`src/rtl/fpu_sched_pkg.sv`:
```
// Shared types and default widths for the slow FPU scheduler and its write-port arbiter.
package fpu_sched_pkg;

  localparam int XLEN_DEF      = 32;
  localparam int OP_W_DEF      = 3;
  localparam int MAX_DEFER_DEF = 3;
  localparam int REG_W         = 5;

  typedef enum logic [2:0] {
    IDLE,
    ISSUE,
    BUSY,
    HOLD,
    DRAIN
  } sched_state_t;

  typedef enum logic [OP_W_DEF-1:0] {
    FDIV,
    FSQRT,
    FCVT_WS,
    FCVT_SW
  } slow_fpu_op_t;

endpackage

```
`src/rtl/fpu_wb_arbiter.sv`:
```
// FPU regfile write-port mux: the buffered slow result competes with the fast pipe,
// and takes priority once it has lost MAX_DEFER consecutive rounds.
module fpu_wb_arbiter
  import fpu_sched_pkg::*;
#(
  parameter int XLEN      = XLEN_DEF,
  parameter int MAX_DEFER = MAX_DEFER_DEF
) (
  input  logic             clk,
  input  logic             rstn,
  input  logic             hold,
  input  logic             flush,
  input  logic             clear,
  input  logic             fast_wb_valid,
  input  logic [REG_W-1:0] fast_wb_rd,
  input  logic [XLEN-1:0]  fast_wb_data,
  input  logic [REG_W-1:0] slow_rd,
  input  logic [XLEN-1:0]  slow_data,
  output logic             wb_en,
  output logic [REG_W-1:0] wb_rd,
  output logic [XLEN-1:0]  wb_data,
  output logic             fast_wb_stall,
  output logic             slow_write
);

  localparam int CNT_W = (MAX_DEFER < 1) ? 1 : $clog2(MAX_DEFER + 1);

  logic [CNT_W-1:0] defer_cnt;
  logic             at_limit;
  logic             contend;

  assign at_limit = (defer_cnt == CNT_W'(MAX_DEFER));
  // A flush in HOLD drops the slow result, so only the fast pipe can write.
  assign contend  = hold && !flush;

  // NOTE: every output gets a default before the override so no latch is inferred.
  always_comb begin
    slow_write    = contend && (!fast_wb_valid || at_limit);
    wb_en         = fast_wb_valid;
    wb_rd         = fast_wb_rd;
    wb_data       = fast_wb_data;
    fast_wb_stall = 1'b0;
    if (slow_write) begin
      wb_en         = 1'b1;
      wb_rd         = slow_rd;
      wb_data       = slow_data;
      fast_wb_stall = fast_wb_valid;
    end
  end

  // NOTE: sequential state uses non-blocking assignments only.
  always_ff @(posedge clk or negedge rstn) begin
    if (!rstn) begin
      defer_cnt <= '0;
    end else if (clear) begin
      defer_cnt <= '0;
    end else if (contend && fast_wb_valid && !at_limit) begin
      defer_cnt <= defer_cnt + 1'b1;
    end
  end

endmodule

```
`src/rtl/slow_fpu_scheduler.sv`:
```
// Single-outstanding sequencer for the multi-cycle FPU with result buffer and RAW/WAW hazard
// reporting. Optional perf counters are enabled by defining SLOW_FPU_PERF_CNT_EN.
module slow_fpu_scheduler
  import fpu_sched_pkg::*;
#(
  parameter int XLEN      = XLEN_DEF,
  parameter int OP_W      = OP_W_DEF,
  parameter int MAX_DEFER = MAX_DEFER_DEF
) (
  input  logic             clk,
  input  logic             rstn,
  input  logic             dispatch_valid,
  output logic             dispatch_ready,
  input  logic [OP_W-1:0]  dispatch_op,
  input  logic [REG_W-1:0] dispatch_rd,
  input  logic             flush,
  output logic             fpu_start,
  output logic [OP_W-1:0]  fpu_op,
  input  logic             fpu_done,
  input  logic [XLEN-1:0]  fpu_result,
  input  logic             fast_wb_valid,
  input  logic [REG_W-1:0] fast_wb_rd,
  input  logic [XLEN-1:0]  fast_wb_data,
  output logic             fast_wb_stall,
  output logic             wb_en,
  output logic [REG_W-1:0] wb_rd,
  output logic [XLEN-1:0]  wb_data,
  input  logic [REG_W-1:0] chk_rs1,
  input  logic [REG_W-1:0] chk_rs2,
  input  logic [REG_W-1:0] chk_rs3,
  input  logic [REG_W-1:0] chk_rd,
  input  logic             chk_rs1_v,
  input  logic             chk_rs2_v,
  input  logic             chk_rs3_v,
  input  logic             chk_rd_v,
`ifdef SLOW_FPU_PERF_CNT_EN
  output logic [31:0]      perf_busy_cycles,
  output logic [31:0]      perf_defer_cycles,
  output logic [31:0]      perf_hazard_cycles,
`endif
  output logic             hazard
);

  sched_state_t     state;
  logic [OP_W-1:0]  pend_op;
  logic [REG_W-1:0] pend_rd;
  logic [XLEN-1:0]  res_buf;
  logic             accept;
  logic             capture;
  logic             slow_write;
  logic             chk_hit;
  logic             active;

  assign dispatch_ready = (state == IDLE);
  assign accept         = dispatch_valid && dispatch_ready && !flush;
  assign capture        = (state == BUSY) && fpu_done && !flush;
  assign fpu_op         = pend_op;

  assign chk_hit = (chk_rs1_v && (chk_rs1 == pend_rd)) ||
                   (chk_rs2_v && (chk_rs2 == pend_rd)) ||
                   (chk_rs3_v && (chk_rs3 == pend_rd)) ||
                   (chk_rd_v  && (chk_rd  == pend_rd));
  assign active  = (state == ISSUE) || (state == BUSY) || (state == HOLD);
  // The pending destination is committed during the slow write, so decode may proceed.
  assign hazard  = active && chk_hit && !slow_write;

  fpu_wb_arbiter #(
    .XLEN      (XLEN),
    .MAX_DEFER (MAX_DEFER)
  ) u_wb_arb (
    .clk           (clk),
    .rstn          (rstn),
    .hold          (state == HOLD),
    .flush         (flush),
    .clear         (capture),
    .fast_wb_valid (fast_wb_valid),
    .fast_wb_rd    (fast_wb_rd),
    .fast_wb_data  (fast_wb_data),
    .slow_rd       (pend_rd),
    .slow_data     (res_buf),
    .wb_en         (wb_en),
    .wb_rd         (wb_rd),
    .wb_data       (wb_data),
    .fast_wb_stall (fast_wb_stall),
    .slow_write    (slow_write)
  );

  // NOTE: the data registers are reset as well so outputs such as fpu_op never show X.
  always_ff @(posedge clk or negedge rstn) begin
    if (!rstn) begin
      state     <= IDLE;
      pend_op   <= '0;
      pend_rd   <= '0;
      res_buf   <= '0;
      fpu_start <= 1'b0;
    end else begin
      fpu_start <= accept;
      unique case (state)
        IDLE: if (accept) begin
          pend_op <= dispatch_op;
          pend_rd <= dispatch_rd;
          state   <= ISSUE;
        end
        ISSUE: state <= flush ? DRAIN : BUSY;
        BUSY: begin
          if (fpu_done && flush)  state <= IDLE;
          else if (fpu_done) begin
            res_buf <= fpu_result;
            state   <= HOLD;
          end
          else if (flush)         state <= DRAIN;
        end
        HOLD:  if (flush || slow_write) state <= IDLE;
        DRAIN: if (fpu_done)            state <= IDLE;
        default:                        state <= IDLE;
      endcase
    end
  end

`ifdef SLOW_FPU_PERF_CNT_EN
  logic fast_won;
  assign fast_won = (state == HOLD) && !flush && fast_wb_valid && !slow_write;

  always_ff @(posedge clk or negedge rstn) begin
    if (!rstn) begin
      perf_busy_cycles   <= '0;
      perf_defer_cycles  <= '0;
      perf_hazard_cycles <= '0;
    end else begin
      if ((state != IDLE) && (perf_busy_cycles != '1))  perf_busy_cycles   <= perf_busy_cycles + 32'd1;
      if (fast_won && (perf_defer_cycles != '1))        perf_defer_cycles  <= perf_defer_cycles + 32'd1;
      if (hazard && (perf_hazard_cycles != '1))         perf_hazard_cycles <= perf_hazard_cycles + 32'd1;
    end
  end
`endif

endmodule
```
`config.mk`:
```
export PLATFORM = sky130hd
export DESIGN_NAME = slow_fpu_scheduler
export DESIGN_NICKNAME = d
export VERILOG_FILES = /design/src/rtl/fpu_sched_pkg.sv /design/src/rtl/fpu_wb_arbiter.sv /design/src/rtl/slow_fpu_scheduler.sv
export SDC_FILE = /design/constraint.sdc
export NUM_CORES = 1
export LEC_CHECK = 0
export CAP_MARGIN = 15
export CORE_MARGIN = 3
export CORE_UTILIZATION = 34
export DETAILED_ROUTE_END_ITERATION = 7
export HOLD_SLACK_MARGIN = 0.02
export PLACE_DENSITY_LB_ADDON = 0.1
export SETUP_SLACK_MARGIN = 0.1
export SLEW_MARGIN = 20
export SYNTH_ARGS = -nofsm -noshare
export SYNTH_HDL_FRONTEND = slang
export SYNTH_SLANG_ARGS = --single-unit
export TNS_END_PERCENT = 50
```
`constraint.sdc`:
```
create_clock -name clk -period 1.5 [get_ports clk]
set_input_delay 0.225 -clock clk [delete_from_list [all_inputs] [get_ports clk]]
set_output_delay 0.225 -clock clk [all_outputs]
set_load 0.01 [all_outputs]
```
# ---- After elaboration in Yosys (flattened, before gate mapping)
# Index checks and enable logic that the tools add are counted.
dict set report word_totals {
  reg_bits 46
  out_inout_bits 45
}
dict set report classes {
  eq_ne 13
  muxes 14
  n_reduce_logical 31
  add_sub_neg 1
  bitwise_logic 1
}
# cell count
set op_table {}
lappend op_table {{two-way mux 32 bit} 1}
lappend op_table {{two-way mux 3 bit} 7}
lappend op_table {{equality test 5 bit} 4}
lappend op_table {{logical AND 1 bit} 15}
lappend op_table {{one-hot mux 3 bit (5 select lines)} 1}
lappend op_table {{logical OR 1 bit} 7}
lappend op_table {{equality test 3 x 2 -> 1 bit (second input constant)} 2}
lappend op_table {{two-way mux 5 bit} 1}
lappend op_table {{zero test 1 bit} 4}
lappend op_table {{two-way mux 2 bit} 2}
lappend op_table {{!= test 2 bit (second input constant)} 2}
lappend op_table {{!= test 4 x 3 -> 1 bit (second input constant)} 1}
lappend op_table {{AND reduction 4 bit} 1}
lappend op_table {{equality test 3 x 1 -> 1 bit (second input constant)} 1}
lappend op_table {{equality test 3 bit (second input constant)} 1}
lappend op_table {{zero test 3 bit} 1}
lappend op_table {{AND reduction 3 bit} 1}
lappend op_table {{adder 2 x 1 -> 2 bit (second input constant)} 1}
lappend op_table {{equality test 2 bit (second input constant)} 1}
lappend op_table {{two-way mux 1 bit} 2}
lappend op_table {{!= test 2 x 1 -> 1 bit (second input constant)} 1}
lappend op_table {{AND reduction 2 bit} 1}
lappend op_table {{nonzero test 2 bit} 1}
lappend op_table {{inverter 1 bit} 1}

# ---- Depth between registers and ports, before layout
dict set report depth {
  depth_word 7
  ltp_mapped 6
}

# ---- Hierarchy
# Synthesis repeated with hierarchy kept, for this count alone.
dict set report unflattened {
  hier_cells 269
  hier_area_um2 2651.3
}
# module cells_each area_per_inst_um2 n_inst
set modules_own_cells {}
lappend modules_own_cells {slow_fpu_scheduler 214 2035.7 1}
lappend modules_own_cells {fpu_wb_arbiter 55 615.6 1}

# ---- Worst setup path after synthesis
# OpenSTA, ideal clock, no wires.
dict set report synth_timing {
  path_type {register to output}
  from {reg state[2]}
  to {out wb_data[10]}
  arrival_ps 1396
  path_stages_with_launch 7
  slack_ps -121
  n_path_buf 2
  cell_sequence {dfrtp_1 > nor2_4 > nand3_2 > o21bai_4 > buf_6 > buf_6 > mux2_4}
}
dict set report synth_between {
  elab_chain_cells 4
}
# item line
set synth_lines {}
lappend synth_lines {{start, declared} slow_fpu_scheduler.sv:44} ;# sched_state_t state;
lappend synth_lines {{start signal, assigned} slow_fpu_scheduler.sv:104} ;# ISSUE: state <= flush ? DRAIN : BUSY;
lappend synth_lines {{equality test 3 x 2 -> 1 bit} slow_fpu_scheduler.sv:73} ;# .hold (state == HOLD),
lappend synth_lines {{logical AND 1 bit} fpu_wb_arbiter.sv:34} ;# assign contend = hold && !flush;
lappend synth_lines {{logical AND 1 bit} fpu_wb_arbiter.sv:38} ;# slow_write = contend && (!fast_wb_valid || at_limit);
lappend synth_lines {{two-way mux 32 bit} fpu_wb_arbiter.sv:43} ;# if (slow_write) begin
lappend synth_lines {{end, declared} slow_fpu_scheduler.sv:27} ;# output logic [XLEN-1:0] wb_data,
# No other way between the ends.

# ---- Worst setup path in the final report
dict set report layout_timing {
  from {reg state[2]}
  to {out wb_data[29]}
}
# The elaborated chain is that of the path after synthesis.

==> results.json <==
{
  "drc": 0,
  "wl_met3_um": 483,
  "htreeDepth": 2,
  "worst_clock_skew_ns": 0.00896,
  "worstPathArrival_ns": 1.82,
  "drive_above_1_share_pct": 48.6,
  "multiInputGateArea_um2": 1520,
  "syn_inst": 197,
  "synth.avg_cell_area_um2": 13.1,
  "final_core_util_pct": 68.2,
  "grt_pass1_wl_um": 12400,
  "wl_per_cell_um": 16.3,
  "layout_min_cycle_time_ns": 2.05,
  "cts-root-buf": "clkbuf_8",
  "max_cap_viol_count": 0,
  "rrSetupSlack_ns": -0.36,
  "fmax_mhz": 488,
  "cts.clk_slew.worst_paths_ns": 0.09,
  "initial_core_util_pct": 35.4,
  "clkSinkCount": 46,
  "vias_per_cell": 4.57,
  "critPathCaptureType": "primary output",
  "worstPathRequired_ns": 1.27,
  "diodes": 0,
  "start_kind": "flop",
  "antenna_found_initial": 0,
  "status": "finished with violations",
  "synth_area_leaders": "dfrtp_1 (45%), mux2_2 (31%), xor2_1 (6.1%)",
  "regArea_um2": 1150,
  "synthTopCellsByCount": "mux2_2 (70), dfrtp_1 (46), xor2_1 (18)",
  "drtIter0Drc": 90,
  "synth_edf_count": 0,
  "port_buffers": 151,
  "grt_usage_pct": 18.2,
  "yosysTopAreaCell": "dfrtp_1",
  "hp-class": "input pin to async pin",
  "clk_latency_ns": 0.30,
  "wl_met2_um": 3880,
  "fill_cells": 552,
  "firstDrtPassIters": 4,
  "die_x_um": 93.1,
  "crit_type": "flop to primary output",
  "synthDistinctLibCells": 26,
  "ant_nets": 0,
  "synthFlopType": "dfrtp_1",
  "synthDominantCellAreaShare_pct": 44.6,
  "core_area_um2": 7290,
  "worst_slack_ns": -0.548,
  "die_y_um": 93.1,
  "crit_start": "state[2]",
  "first_global_vias": 2464,
  "io_pins": 152,
  "syn_nets": 305,
  "ys_warn_count": 0,
  "rsz0062_at_grt": "true",
  "grt_max_degree": 32,
  "violations": "negative setup slack",
  "gp_congestion": 0.830,
  "wl_met1_um": 3410,
  "dp_hpwl_um": 5420,
  "regToRegStartpoint": "state[2]",
  "maxSlewViolCount": 0,
  "p_per_area_nw_per_um2": 1010,
  "nNetsFinal": 490,
  "die-area_um2": 8670,
  "ir_drop_uv": 547,
  "synth_most_common_cell": "mux2_2",
  "tightestPinTransition_ns": 0.397,
  "grt-ovfl-total": 0,
  "synth_area_um2": 2580,
  "num_vias": 2205,
  "critPathMaxFanout": 7,
  "power_leakage_nw": 2.35,
  "setup_violations": 76,
  "ys_seq_elements": 46,
  "finalCritPeriodShare_pct": 137,
  "synthArstFlopShare_pct": 100,
  "max_slew_margin_pct": 73.5,
  "cts_tree": "done",
  "fin_tns_setup_ns": -28.49,
  "clockBufferDepth": 2,
  "row_count": 31,
  "drt_wl_total_um": 7840,
  "cts_made_buffers": 5,
  "syn2layout_area_growth_pct": 92.9,
  "r2r_cells": 10,
  "final_hold_viol_count": 0,
  "ys_seq_area_share_pct": 44.6,
  "regToRegEndpoint": "u_wb_arb.defer_cnt[1]",
  "dr.max_layer_used": "met4"
}
-- report_power, final --
| group | total [W] | switching (W) | internal [W] |
|---|---|---|---|
| clock network | 0.000760 | 0.000430 | 0.000330 |
| logic | 0.00214 | 0.000691 | 0.00144 |
| registers | 0.00214 | 0.000369 | 0.00177 |
-- worst max-delay path, cell delays in order, from the launching register on --
cell and delay (ns):
dfrtp_1 0.41, nor2_4 0.11, nand3_2 0.08, o21bai_4 0.19
buf_12 0.16, buf_12 0.14, mux2_4 0.30, buf_6 0.13
-- per-stage QoR --
stage / instances / power [W] / worst slack [ns] / area (um^2) / hold WS (ns)
after floorplan: 197 / 0.00311 / -0.118 / 2610 / -0.0706
after global placement: 456 / 0.00402 / -0.818 / 4380 / 0.173
after detailed placement: 456 / 0.00406 / -0.869 / 4380 / 0.183
after CTS: 480 / 0.00496 / -0.562 / 4860 / 0.403
after global routing: 482 / 0.00539 / -0.606 / 4970 / 0.422
final: 482 / 0.00503 / -0.548 / 4970 / 0.395
-- per-layer routing --
layer | vias up | global-route usage, %
met3 | 4 | 4.10
met1 | 1047 | 22.8
met2 | 88 | 31.9
li1 | 1066 | -
met4 | 0 | 4.40
met5 | - | 0
-- layout make-up --
cell class,instances,area share [%]
sequential,46,23.2
clock buffer,6,1.46
tap,99,2.49
inverter,2,0.151
multi-input combinational,133,30.5
clock inverter,2,0.277
timing repair buffer,194,41.9
-- worst max path at each step --
stage | to | depth (start not counted)
finish | wb_data[29] | 7
global route | wb_data[18] | 7
CTS | wb_data[2] | 7
detailed placement | wb_data[16] | 7
global placement | wb_data[13] | 7
floorplan | wb_data[10] | 6
-- cell families (layout without fill, tap and decap cells) --
logic type,Yosys count,count (layout),share of synthesized area [%]
buffers and inverters,18,204,4.32
XOR/XNOR,22,22,7.47
flip-flops,46,46,44.6
multiplexers,80,80,36.0
AO/OA/AOI/OAI,3,3,1.26
AND/OR/NAND/NOR,27,27,5.82
adder cells (fa/ha/maj),1,1,0.485
-- placed cells by master, fill, tap and decap left out, types with 2 or more instances in the layout --
cell type,Yosys,final
buf_4,0,20
nand2_2,0,2
buf_8,0,3
inv_1,2,2
buf_6,5,48
nand3_1,5,5
clkbuf_8,0,5
nor4_1,4,3
buf_12,0,8
dfrtp_1,46,43
nand2_1,4,2
nor2_1,6,4
mux2_4,8,47
xnor2_1,4,4
nor2_4,1,2
xor2_1,18,17
clkdlybuf4s50_1,0,104
dlygate4sd2_1,0,5
buf_16,0,3
mux2_2,70,31
mux2i_1,2,2
buf_2,5,2
dfrtp_2,0,3
-- state kept, by name (all words and copies together), names as in the netlist --
register / cells
res_buf: 32
pend_rd: 5
fpu_op: 3
state: 3
u_wb_arb.defer_cnt: 2
fpu_start: 1
-- repair_timing --
| action | 4_1_cts | 5_1_grt |
|---|---|---|
| hold buffers | 1 | 0 |
| resized for setup | 255 | 29 |
| cloned | 5 | 0 |
| pin swaps | 15 | 5 |
| hold endpoints to repair | 15 | 0 |
| setup endpoints to repair | 89 | 85 |
| buffers inserted | 10 | 3 |
No activity file was read; power rests on OpenSTA's default activity.
